==> config.mk <==
export PLATFORM = sky130hd
export DESIGN_NAME = aibcr3_signal_rcv
export DESIGN_NICKNAME = d
export VERILOG_FILES = /design/src/rtl/aibcr3_signal_rcv.sv
export SDC_FILE = /design/constraint.sdc
export NUM_CORES = 1
export LEC_CHECK = 0
export BUFFER_PORTS_ARGS = -buffer_cell sky130_fd_sc_hd__buf_2
export CAP_MARGIN = 10
export CELL_PAD_IN_SITES_DETAIL_PLACEMENT = 0
export CELL_PAD_IN_SITES_GLOBAL_PLACEMENT = 1
export CORE_ASPECT_RATIO = 0.9
export CORE_MARGIN = 4
export CORE_UTILIZATION = 35
export DETAILED_ROUTE_END_ITERATION = 12
export GPL_TIMING_DRIVEN = 0
export MAX_ROUTING_LAYER = met4
export PLACE_DENSITY = 0.76
export SYNTH_ARGS = -nofsm -noshare
export SYNTH_HDL_FRONTEND = slang
export SYNTH_SLANG_ARGS = --single-unit
==> constraint.sdc <==
create_clock -name clk -period 6.06 [get_ports clk]
set_clock_uncertainty 0.2 [all_clocks]
set_input_delay 1.818 -clock clk [delete_from_list [all_inputs] [get_ports clk]]
set_output_delay 1.818 -clock clk [all_outputs]
set_load 0.1 [all_outputs]
==> src/rtl/aibcr3_signal_rcv.sv <==
// aibcr3_signal_rcv: receive side of the AIB buffered signal path.
// Brings the far-end signal into clk, applies a programmable stability filter,
// and reports the qualified level, edge pulses, sticky flags and an edge count.
module aibcr3_signal_rcv #(
    parameter int   SYNC_STAGES = 2,
    parameter int   FILT_W      = 8,
    parameter logic RST_VAL     = 1'b0
) (
    input  logic              clk,
    input  logic              rstb,
    input  logic              sig_in,
    input  logic [FILT_W-1:0] filt_cnt,
    input  logic              filt_bypass,
    input  logic              clr,
    output logic              sig_out,
    output logic              rise_pls,
    output logic              fall_pls,
    output logic              rise_seen,
    output logic              fall_seen,
    output logic [7:0]        edge_cnt,
    input  logic              vcc,
    input  logic              vssl
);

    localparam logic [FILT_W-1:0] CNT_ONE = 1;

    logic [SYNC_STAGES-1:0] sync_q,      sync_d;
    logic                   sig_out_q,   sig_out_d;
    logic [FILT_W-1:0]      filt_q,      filt_d;
    logic                   rise_pls_q,  rise_pls_d;
    logic                   fall_pls_q,  fall_pls_d;
    logic                   rise_seen_q, rise_seen_d;
    logic                   fall_seen_q, fall_seen_d;
    logic [7:0]             edge_cnt_q,  edge_cnt_d;

    logic                   sync_lvl;
    logic [FILT_W-1:0]      thr_m1;
    logic                   any_edge;

    // Power pins carry no logic; tie them off so they are visibly consumed.
    logic unused_pwr;
    assign unused_pwr = vcc & vssl;

    assign sync_lvl = sync_q[SYNC_STAGES-1];

    // Synchronizer shift and filter threshold (a zero threshold behaves as one).
    always_comb begin
        sync_d = {sync_q[SYNC_STAGES-2:0], sig_in};
        thr_m1 = (filt_cnt == '0) ? '0 : (filt_cnt - CNT_ONE);
    end

    // Stability filter: commit the new level after thr consecutive mismatches.
    // Using >= keeps a lowered threshold from stranding the counter above it.
    always_comb begin
        sig_out_d = sig_out_q;
        filt_d    = filt_q;
        if (filt_bypass) begin
            sig_out_d = sync_lvl;
            filt_d    = '0;
        end else if (sync_lvl == sig_out_q) begin
            filt_d    = '0;
        end else if (filt_q >= thr_m1) begin
            sig_out_d = sync_lvl;
            filt_d    = '0;
        end else begin
            filt_d    = filt_q + CNT_ONE;
        end
    end

    // Edge pulses, sticky flags and saturating edge count; a new edge beats clr.
    always_comb begin
        rise_pls_d  = sig_out_d & ~sig_out_q;
        fall_pls_d  = ~sig_out_d & sig_out_q;
        any_edge    = rise_pls_d | fall_pls_d;
        rise_seen_d = rise_pls_d | (rise_seen_q & ~clr);
        fall_seen_d = fall_pls_d | (fall_seen_q & ~clr);
        edge_cnt_d  = edge_cnt_q;
        if (clr) begin
            edge_cnt_d = any_edge ? 8'd1 : 8'd0;
        end else if (any_edge && (edge_cnt_q != 8'hFF)) begin
            edge_cnt_d = edge_cnt_q + 8'd1;
        end
    end

    // State registers with synchronous active-low reset.
    always_ff @(posedge clk) begin
        if (!rstb) begin
            sync_q      <= {SYNC_STAGES{RST_VAL}};
            sig_out_q   <= RST_VAL;
            filt_q      <= '0;
            rise_pls_q  <= 1'b0;
            fall_pls_q  <= 1'b0;
            rise_seen_q <= 1'b0;
            fall_seen_q <= 1'b0;
            edge_cnt_q  <= 8'd0;
        end else begin
            sync_q      <= sync_d;
            sig_out_q   <= sig_out_d;
            filt_q      <= filt_d;
            rise_pls_q  <= rise_pls_d;
            fall_pls_q  <= fall_pls_d;
            rise_seen_q <= rise_seen_d;
            fall_seen_q <= fall_seen_d;
            edge_cnt_q  <= edge_cnt_d;
        end
    end

    assign sig_out   = sig_out_q;
    assign rise_pls  = rise_pls_q;
    assign fall_pls  = fall_pls_q;
    assign rise_seen = rise_seen_q;
    assign fall_seen = fall_seen_q;
    assign edge_cnt  = edge_cnt_q;

endmodule

==> reports/qor.yml, run 1 <==
path_cells: "buf_2 > or3_1 > or3_1 > or3b_4 > and2_4 > ha_1 > nand2b_1 > a2111oi_2 > o21bai_2 > a21oi_2 > mux2_2 > ha_4 > a21oi_2 > or3b_2 > a21boi_0"
p_int_uw: 215
synth_area_per_cell_sq_um: 8.91
grt_max_degree: 14
layout_setup_ws_ps: 264
synthFlopType: "dfxtp_1"
place.gp.congestion: 0.882
min-delay-start: "sync_q[0]$_SDFF_PN0_"
synth_cell_types: 32
r2r_cells: 11
setup_viol: 0
cp_data_arrival_time_ps: 5790
cts_sinks: 23
syn_nets: 169
leakagePower_uw: 0.000682
port_buffers: 24
maxSlewViolCount: 0
cp-end-kind: "flip-flop"
fp.dieH_um: 65.0
drt-total-wl_um: 2630
final.setup.tns_ps: 0
via_per_inst: 4.91
ir_drop_mv: 0.109
power_frac_comb_pct: 13.9
critPathKind: "primary input to flip-flop"
rows: 20
grt_overflow: 0
insertion_delay_ps: 260
final_antenna_net_count: 0
antenna_found_initial: 0
p_switching_uw: 74.6
crit_buf_inv: 1
dp_hpwl_um: 2040
die_width_um: 71.4
cp_max_fo: 6
finalCritPeriodShare_pct: 95.6
yosysSeqAreaShare_pct: 36.4
ys_seq_elements: 23
root_buffer: "clkbuf_8"
maxCapViolCount: 0
whs_path_depth: 1
startpoint_type: "primary input"
rr_startpoint: "filt_q[0]$_SDFF_PP0_"
critPathLaunch: "filt_cnt[3]"
clock.fmax_mhz: 173
drive_above_1_share_pct: 23.3
vias: 1060
cp.depth: 15
instances_no_fill: 216
synthCells: 142
syn_to_final_growth_pct: 22.3
slowest_delay_ps: 450
antenna_cells: 0
dp_slack_ps: -535
grt_pass1_vias: 1076
placed_cells: 210
drt_iter0_markers: 31
grtUsageTotal_pct: 13.2
tightest_slew_ps: 489
min_path_type: "flip-flop to flip-flop"
layout_commonest_cell: "buf_2"
ios: 28
dr.pass1.iters: 4
path_delay_family: "simple AND/OR/NAND/NOR gates"
coreArea_sq_um: 3430
final_cell_mix: "buf_2, dfxtp_1, nor2_1"
status: "complete, no violations"
yosys_warnings: 0
cts_buffers: 3
cts_tree: "yes"
final.min_clock_period_ps: 5800
grt_pass1_wl_um: 4840
hold_viol: 0
netlist_area_sq_um: 1260
layout.nets: 200
clkPwrFrac_pct: 32.7
drc_errors: 0
cts.path.max_buffers: 2
seqPwrFrac_pct: 53.4
grt_setup_unrepaired: "false"
post_drt_wl_per_cell_um: 12.2
cts_max_level: 1
start_util_pct: 36.9
required_ps: 6060
synth_edf_count: 0
worst_path_max_delay_cell: "or3b_2"
sw_frac_of_total_pct: 25.8
ys_async_sr_fraction_pct: 0
fin_hold_ws_ps: 242
dieArea_sq_um: 4640
max_slew_margin_pct: 67.6
path_clk_slew_ps: 80
p_per_area_nw_per_um2: 187
[worst reg2reg max path, delay by kind of cell (launching register included)]
kind,cells,cell delay [ps]
buffers and inverters,1,90
multiplexers,1,390
flip-flops,1,430
AO/OA/AOI/OAI,5,970
adder cells (fa/ha/maj),2,600
AND/OR/NAND/NOR,2,600
[registers in the layout, indices dropped and copies added (netlist names)]
name and count:
edge_cnt 8, fall_pls 1, fall_seen 1, filt_q 8, rise_pls 1, rise_seen 1
sig_out 1, sync_q 2
[power groups by stage]
stage / clock, uW / combinational, uW / sequential, uW
after floorplan: 0 / 17.4 / 165
after global placement: 0 / 34.7 / 158
after detailed placement: 0 / 36.0 / 158
after CTS: 97.7 / 37.0 / 155
after global routing: 105 / 44.4 / 155
final: 94.6 / 40.1 / 155
[timing repair]
action	in CTS	in global routing
setup endpoints to repair	7	8
buffers inserted	0	2
pin swaps	1	2
gates cloned	0	0
resized for setup	4	5
hold buffers	0	0
[logic make-up after synthesis]
kind of cell	share of synthesized area [%]
flops	36.4
compound gates	9.40
fa+ha+maj	11.9
xor+xnor	11.1
mux	2.47
simple gates	26.1
buf+inv	2.67
[cell usage after synthesis, drive strengths merged (5+ instances only)]
| cell | count | area share [%] |
|---|---|---|
| nand2 | 11 | 3.3 |
| nand3 | 6 | 2.4 |
| dfxtp | 23 | 36 |
| nor2 | 15 | 4.5 |
| xor2 | 11 | 7.6 |
| ha | 12 | 12 |
| inv | 7 | 2.1 |
| xnor2 | 5 | 3.5 |
| a21oi | 6 | 2.4 |
[per-stage QoR]
step	total power [uW]	util, %	area (sq um)
CTS	289	44.0	1510
finish	289	45.1	1550
floorplan	183	-	1260
detailed placement	194	42.0	1440
global route	305	45.1	1550
global placement	193	42.0	1440
[per-layer routing]
metal / routed length, um / up-vias / share of wire (%) / global-route usage, %
li1: - / 552 / - / -
met1: 1290 / 482 / 49 / 16.9
met2: 1140 / 22 / 43 / 20.3
met3: 171 / 4 / 6.5 / 2.79
met4: 33 / 0 / 1.3 / 4.93
met5: 0 / - / 0 / -
[final timing paths]
| path | slack (ps) | to |
|---|---|---|
| setup / recovery | 260 | edge_cnt[0]$_SDFFE_PN0P_ |
| hold / removal | 240 | sync_q[1]$_SDFF_PN0_ |
| setup reg to reg | 2720 | edge_cnt[0]$_SDFFE_PN0P_ |
| hold reg to reg | 240 | sync_q[1]$_SDFF_PN0_ |
[layout make-up]
cell class                      count  area (sq um)
Timing Repair Buffer               26           135
Buffer                              2          7.51
Clock inverter                      1          5.00
Tap cell                           44          55.1
Clock buffer                        3          41.3
Fill cell                         329          1880
Inverter                            7          26.3
Multi-Input combinational cell    110           816
Sequential cell                    23           460
(Power assumes the default switching activity.)
==> run 2: changes to the inputs <==
Settings changed: CORE_UTILIZATION 35 to 37, CTS_BUF_LIST set to sky130_fd_sc_hd__clkbuf_8, PLACE_DENSITY 0.76 to 0.8, SKIP_CTS_REPAIR_TIMING set to 1.
==> reports/qor.yml, run 2 (synthesized netlist as in run 1, its figures left out) <==
post_drt_wl_per_cell_um: 12.0  # -1.3%
via_per_inst: 5.01  # +2.2%
cts_buffers: 3  # unchanged
dr.pass1.iters: 4  # unchanged
min_path_type: "flip-flop to flip-flop"
drc_errors: 0  # unchanged
required_ps: 6050  # about the same
dp_hpwl_um: 2030  # -0.16%
final.setup.tns_ps: 0  # unchanged
drt-total-wl_um: 2580  # -2.2%
root_buffer: "clkbuf_8"
use_met1_pct: 16.7  # -0.27 points
grt_overflow: 0  # unchanged
cp_data_arrival_time_ps: 5850  # +60 ps
rows: 19  # -5.0%
max_slew_margin_pct: 67.6  # about the same
hold_viol: 0  # unchanged
dp_slack_ps: -473  # +61.1 ps
leakagePower_uw: 0.000676  # -0.91%
antenna_found_initial: 0  # unchanged
p_per_area_nw_per_um2: 185  # -0.98%
port_buffers: 24  # unchanged
layout_commonest_cell: "buf_2"
layout.nets: 200  # unchanged
ios: 28  # unchanged
dieArea_sq_um: 4420  # -4.8%
power_uw: 282  # -2.6%
critPathKind: "primary input to flip-flop"
clock.fmax_mhz: 170  # -1.2%
final_antenna_net_count: 0  # unchanged
tightest_slew_ps: 490  # +0.628 ps
coreArea_sq_um: 3160  # -7.8%
cts_max_level: 1  # unchanged
path_clk_slew_ps: 80  # about the same
vias: 1073  # +1.2%
worst_path_max_delay_cell: "or3b_4"
startpoint_type: "primary input"
grt_busiest_layer: "met2"
syn_to_final_growth_pct: 20.3
cts_sinks: 23  # unchanged
final.min_clock_period_ps: 5870  # +69.6 ps
final_cell_mix: "buf_2, dfxtp_1, nor2_1"
cts.path.max_buffers: 2  # unchanged
grtUsageTotal_pct: 13.1  # -0.11 points
grt_pass1_vias: 1078  # +0.19%
path_cells: "buf_2 > or3_1 > or3_1 > or3b_4 > and2_4 > ha_1 > nand2b_1 > a2111oi_1 > o21bai_1 > a21oi_2 > mux2_2 > ha_1 > a21oi_2 > or3b_2 > a21boi_0"
maxSlewViolCount: 0  # unchanged
critPathLaunch: "filt_cnt[3]"
slowest_delay_ps: 440  # about the same
cts_tree: "yes"
finalCritPeriodShare_pct: 96.8  # +1.1 points
layout_setup_ws_ps: 194  # -69.6 ps
min-delay-start: "sync_q[0]$_SDFF_PN0_"
drt_iter0_markers: 41  # +32%
ir_drop_mv: 0.119  # +8.7%
drive_above_1_share_pct: 20.9  # -2.3 points
rr_startpoint: "filt_q[0]$_SDFF_PP0_"
cp-end-kind: "flip-flop"
place.gp.congestion: 0.808  # -8.4%
maxCapViolCount: 0  # unchanged
start_util_pct: 40.0  # +3.1 points
cp_max_fo: 6  # unchanged
grtUsageMet2_pct: 20.4  # +0.059 points
antenna_cells: 0  # unchanged
grt_max_degree: 13  # -1
grt_pass1_wl_um: 4680  # -3.4%
fp.dieH_um: 63.5  # -2.4%
setup_viol: 0  # unchanged
use_met3_pct: 2.70  # -0.088 points
insertion_delay_ps: 260  # about the same
status: "complete, no violations"
die_width_um: 69.6  # -2.4%
==> run 2: cell types whose count changed in the layout (fill, tap and decap cells not counted) <==
cell / delta
clkinv_2: -1
ha_1: +1
inv_1: +1
a2111oi_2: -1
a2111oi_1: +1
o21bai_2: -1
o21bai_1: +1
ha_4: -1
==> run 2: final cells by class <==
type / instances / area (sq um)
multi-input combinational: 110 / 795
fill: 310 / 1640
tap: 42 / 52.6
clock inverter: 1 / 3.75
inverter: 7 / 26.3
buffer: 2 / 7.51
timing repair buffer: 26 / 135
clock buffer: 3 / 41.3
sequential: 23 / 460
==> run 2: worst max-delay path, delay by kind of cell <==
kind            cells  cell delay (ps)
compound gates      5             1020
fa+ha+maj           2              640
simple gates        6             1900
buf+inv             1              110
mux                 1              360
==> run 2: metrics by stage <==
stage / std cells / utilization, % / instance area (sq um) / hold WS (ps)
detailed placement: 208 / 45.5 / 1440 / 224
global route: 214 / 48.1 / 1520 / 264
global placement: 208 / 45.5 / 1440 / 214
CTS: 212 / 46.9 / 1480 / 242
finish: 214 / 48.1 / 1520 / 238
floorplan: 142 / - / 1260 / 212
==> run 2: path summary, 6_finish.rpt <==
kind | end | slack, ps | cells after the start
max reg2reg | edge_cnt[0]$_SDFFE_PN0P_ | 2660 | 11
min reg2reg | sync_q[1]$_SDFF_PN0_ | 240 | 1
max | edge_cnt[0]$_SDFFE_PN0P_ | 190 | 15
min | sync_q[1]$_SDFF_PN0_ | 240 | 1
==> run 2: report_power, final <==
part	internal (uW)	switching (uW)
combinational	14.8	23.0
sequential	153	1.66
clock	45.1	44.4
==> run 2: routing by layer <==
metal | routed length (um) | vias to the layer above
met5 | 0 | -
met4 | 45 | 0
met3 | 122 | 5
met2 | 1100 | 23
met1 | 1300 | 493
li1 | - | 552
==> run 3: changes to the inputs <==
Settings changed: CELL_PAD_IN_SITES_DETAIL_PLACEMENT 0 to not set, CELL_PAD_IN_SITES_GLOBAL_PLACEMENT 1 to not set, CORE_UTILIZATION 37 to 50.
==> reports/qor.yml, run 3 (synthesized netlist as in run 1, its figures left out) <==
status: "complete, no violations"
via_per_inst: 5.53  # +10%
min-delay-start: "sync_q[0]$_SDFF_PN0_"
fillers: 224  # -28%
fin_hold_ws_ps: 235  # -3.16 ps
p_per_area_nw_per_um2: 188  # +1.4%
whs_path_depth: 1  # unchanged
maxCapViolCount: 0  # unchanged
final_antenna_net_count: 0  # unchanged
r2r_cells: 11  # unchanged
die_width_um: 61.0  # -12%
fp.dieH_um: 55.7  # -12%
dr.pass1.iters: 4  # unchanged
max_slew_margin_pct: 67.6  # about the same
grt_max_degree: 13  # unchanged
finalCritPeriodShare_pct: 97.0  # +0.24 points
cts_sinks: 23  # unchanged
drt_iter0_markers: 50  # +22%
clock.fmax_mhz: 170  # -0.24%
drt-total-wl_um: 2580  # +0.23%
cts_max_level: 1  # unchanged
syn_to_final_growth_pct: 20.2  # about the same
place.gp.congestion: 0.795  # -1.5%
critPathLaunch: "filt_cnt[3]"
min_path_type: "flip-flop to flip-flop"
antenna_cells: 0  # unchanged
cp_max_fo: 6  # unchanged
required_ps: 6050  # about the same
root_buffer: "clkbuf_8"
hold_viol: 0  # unchanged
vias: 1094  # +2.0%
placedInstanceArea_sq_um: 1420  # -1.2%
port_buffers: 24  # unchanged
dp_slack_ps: -563  # -89.1 ps
dieArea_sq_um: 3400  # -23%
cts_tree: "yes"
ios: 28  # unchanged
drive_above_1_share_pct: 21.8  # +0.83 points
grt_overflow: 0  # unchanged
tightest_slew_ps: 489  # -0.610 ps
setup_viol: 0  # unchanged
grt_setup_unrepaired: "false"
cp-end-kind: "flip-flop"
dp_hpwl_um: 2040  # +0.34%
layout.nets: 198  # -1.0%
ir_drop_mv: 0.193  # +63%
leakagePower_uw: 0.000676  # about the same
grt_pass1_vias: 1096  # +1.7%
post_drt_wl_per_cell_um: 13.0  # +8.3%
grt_pass1_wl_um: 4450  # -4.9%
rows: 17  # -2
final_cell_mix: "buf_2, dfxtp_1, nor2_1"
critPathKind: "primary input to flip-flop"
layout_setup_ws_ps: 180  # -14.2 ps
fin_area_sq_um: 1520  # about the same
final_util_pct: 62.7  # +15 points
maxSlewViolCount: 0  # unchanged
path_clk_slew_ps: 80  # about the same
drc_errors: 0  # unchanged
rr_startpoint: "filt_q[0]$_SDFF_PP0_"
grtUsageTotal_pct: 17.1  # +4.0 points
coreArea_sq_um: 2420  # -23%
start_util_pct: 52.2  # +12 points
antenna_found_initial: 0  # unchanged
layout_commonest_cell: "buf_2"
cts_buffers: 3  # unchanged
final.min_clock_period_ps: 5880  # +14.2 ps
startpoint_type: "primary input"
cp_data_arrival_time_ps: 5870  # +20 ps
insertion_delay_ps: 260  # about the same
cts.path.max_buffers: 2  # unchanged
-- run 3: cell types whose count changed in the layout (fill, tap and decap cells not counted) --
cell,change
a2111oi_1,-1
o21bai_1,-1
a2111oi_4,+1
ha_1,-1
a21oi_2,-1
ha_2,+1
buf_4,-2
o21bai_2,+1
a21oi_4,+1
-- run 3: worst max-delay path, stage by stage --
cell and delay (ps):
buf_2 120, or3_1 380, or3_1 320, or3b_4 440, and2_4 170, ha_1 250, nand2b_1 170, a2111oi_4 380
o21bai_2 160, a21oi_4 200, mux2_2 360, ha_2 390, a21oi_2 80, or3b_2 450, a21boi_0 180
-- run 3: cell type report --
type	instances	area (sq um)	share of cell area [%]
well taps	28	35.0	2.30
multi-input cells	110	826	54.3
plain buffers	2	7.51	0.494
inverters	7	26.3	1.73
flip-flops and latches	23	460	30.3
clock inverters	1	3.75	0.247
repair buffers	24	120	7.90
clock buffers	3	41.3	2.72
-- run 3: through the flow --
stage	TNS, ps	power (uW)	instances
2_1_floorplan	0	183	142
3_3_place_gp	-1690	192	194
3_5_place_dp	-3060	194	194
4_1_cts	-1000	284	198
5_1_grt	0	300	198
6_report	0	286	198
-- run 3: worst paths after layout --
kind	to	slack [ps]
max reg2reg	edge_cnt[0]$_SDFFE_PN0P_	2650
max	edge_cnt[0]$_SDFFE_PN0P_	180
min	sync_q[1]$_SDFF_PN0_	230
min reg2reg	sync_q[1]$_SDFF_PN0_	230
-- run 3: metal layers --
layer	GRT usage (%)	share of wire [%]
met5	-	0
met1	21.3	45
met3	2.09	5.2
met4	8.36	2.1
met2	26.6	48
-- run 3: where the power goes --
part	leakage [uW]	internal [uW]	switching, uW	total [uW]
Sequential	0.000186	153	1.59	154
Combinational	0.000463	15.7	24.5	40.2
Clock	0.0000269	45.2	45.6	90.8
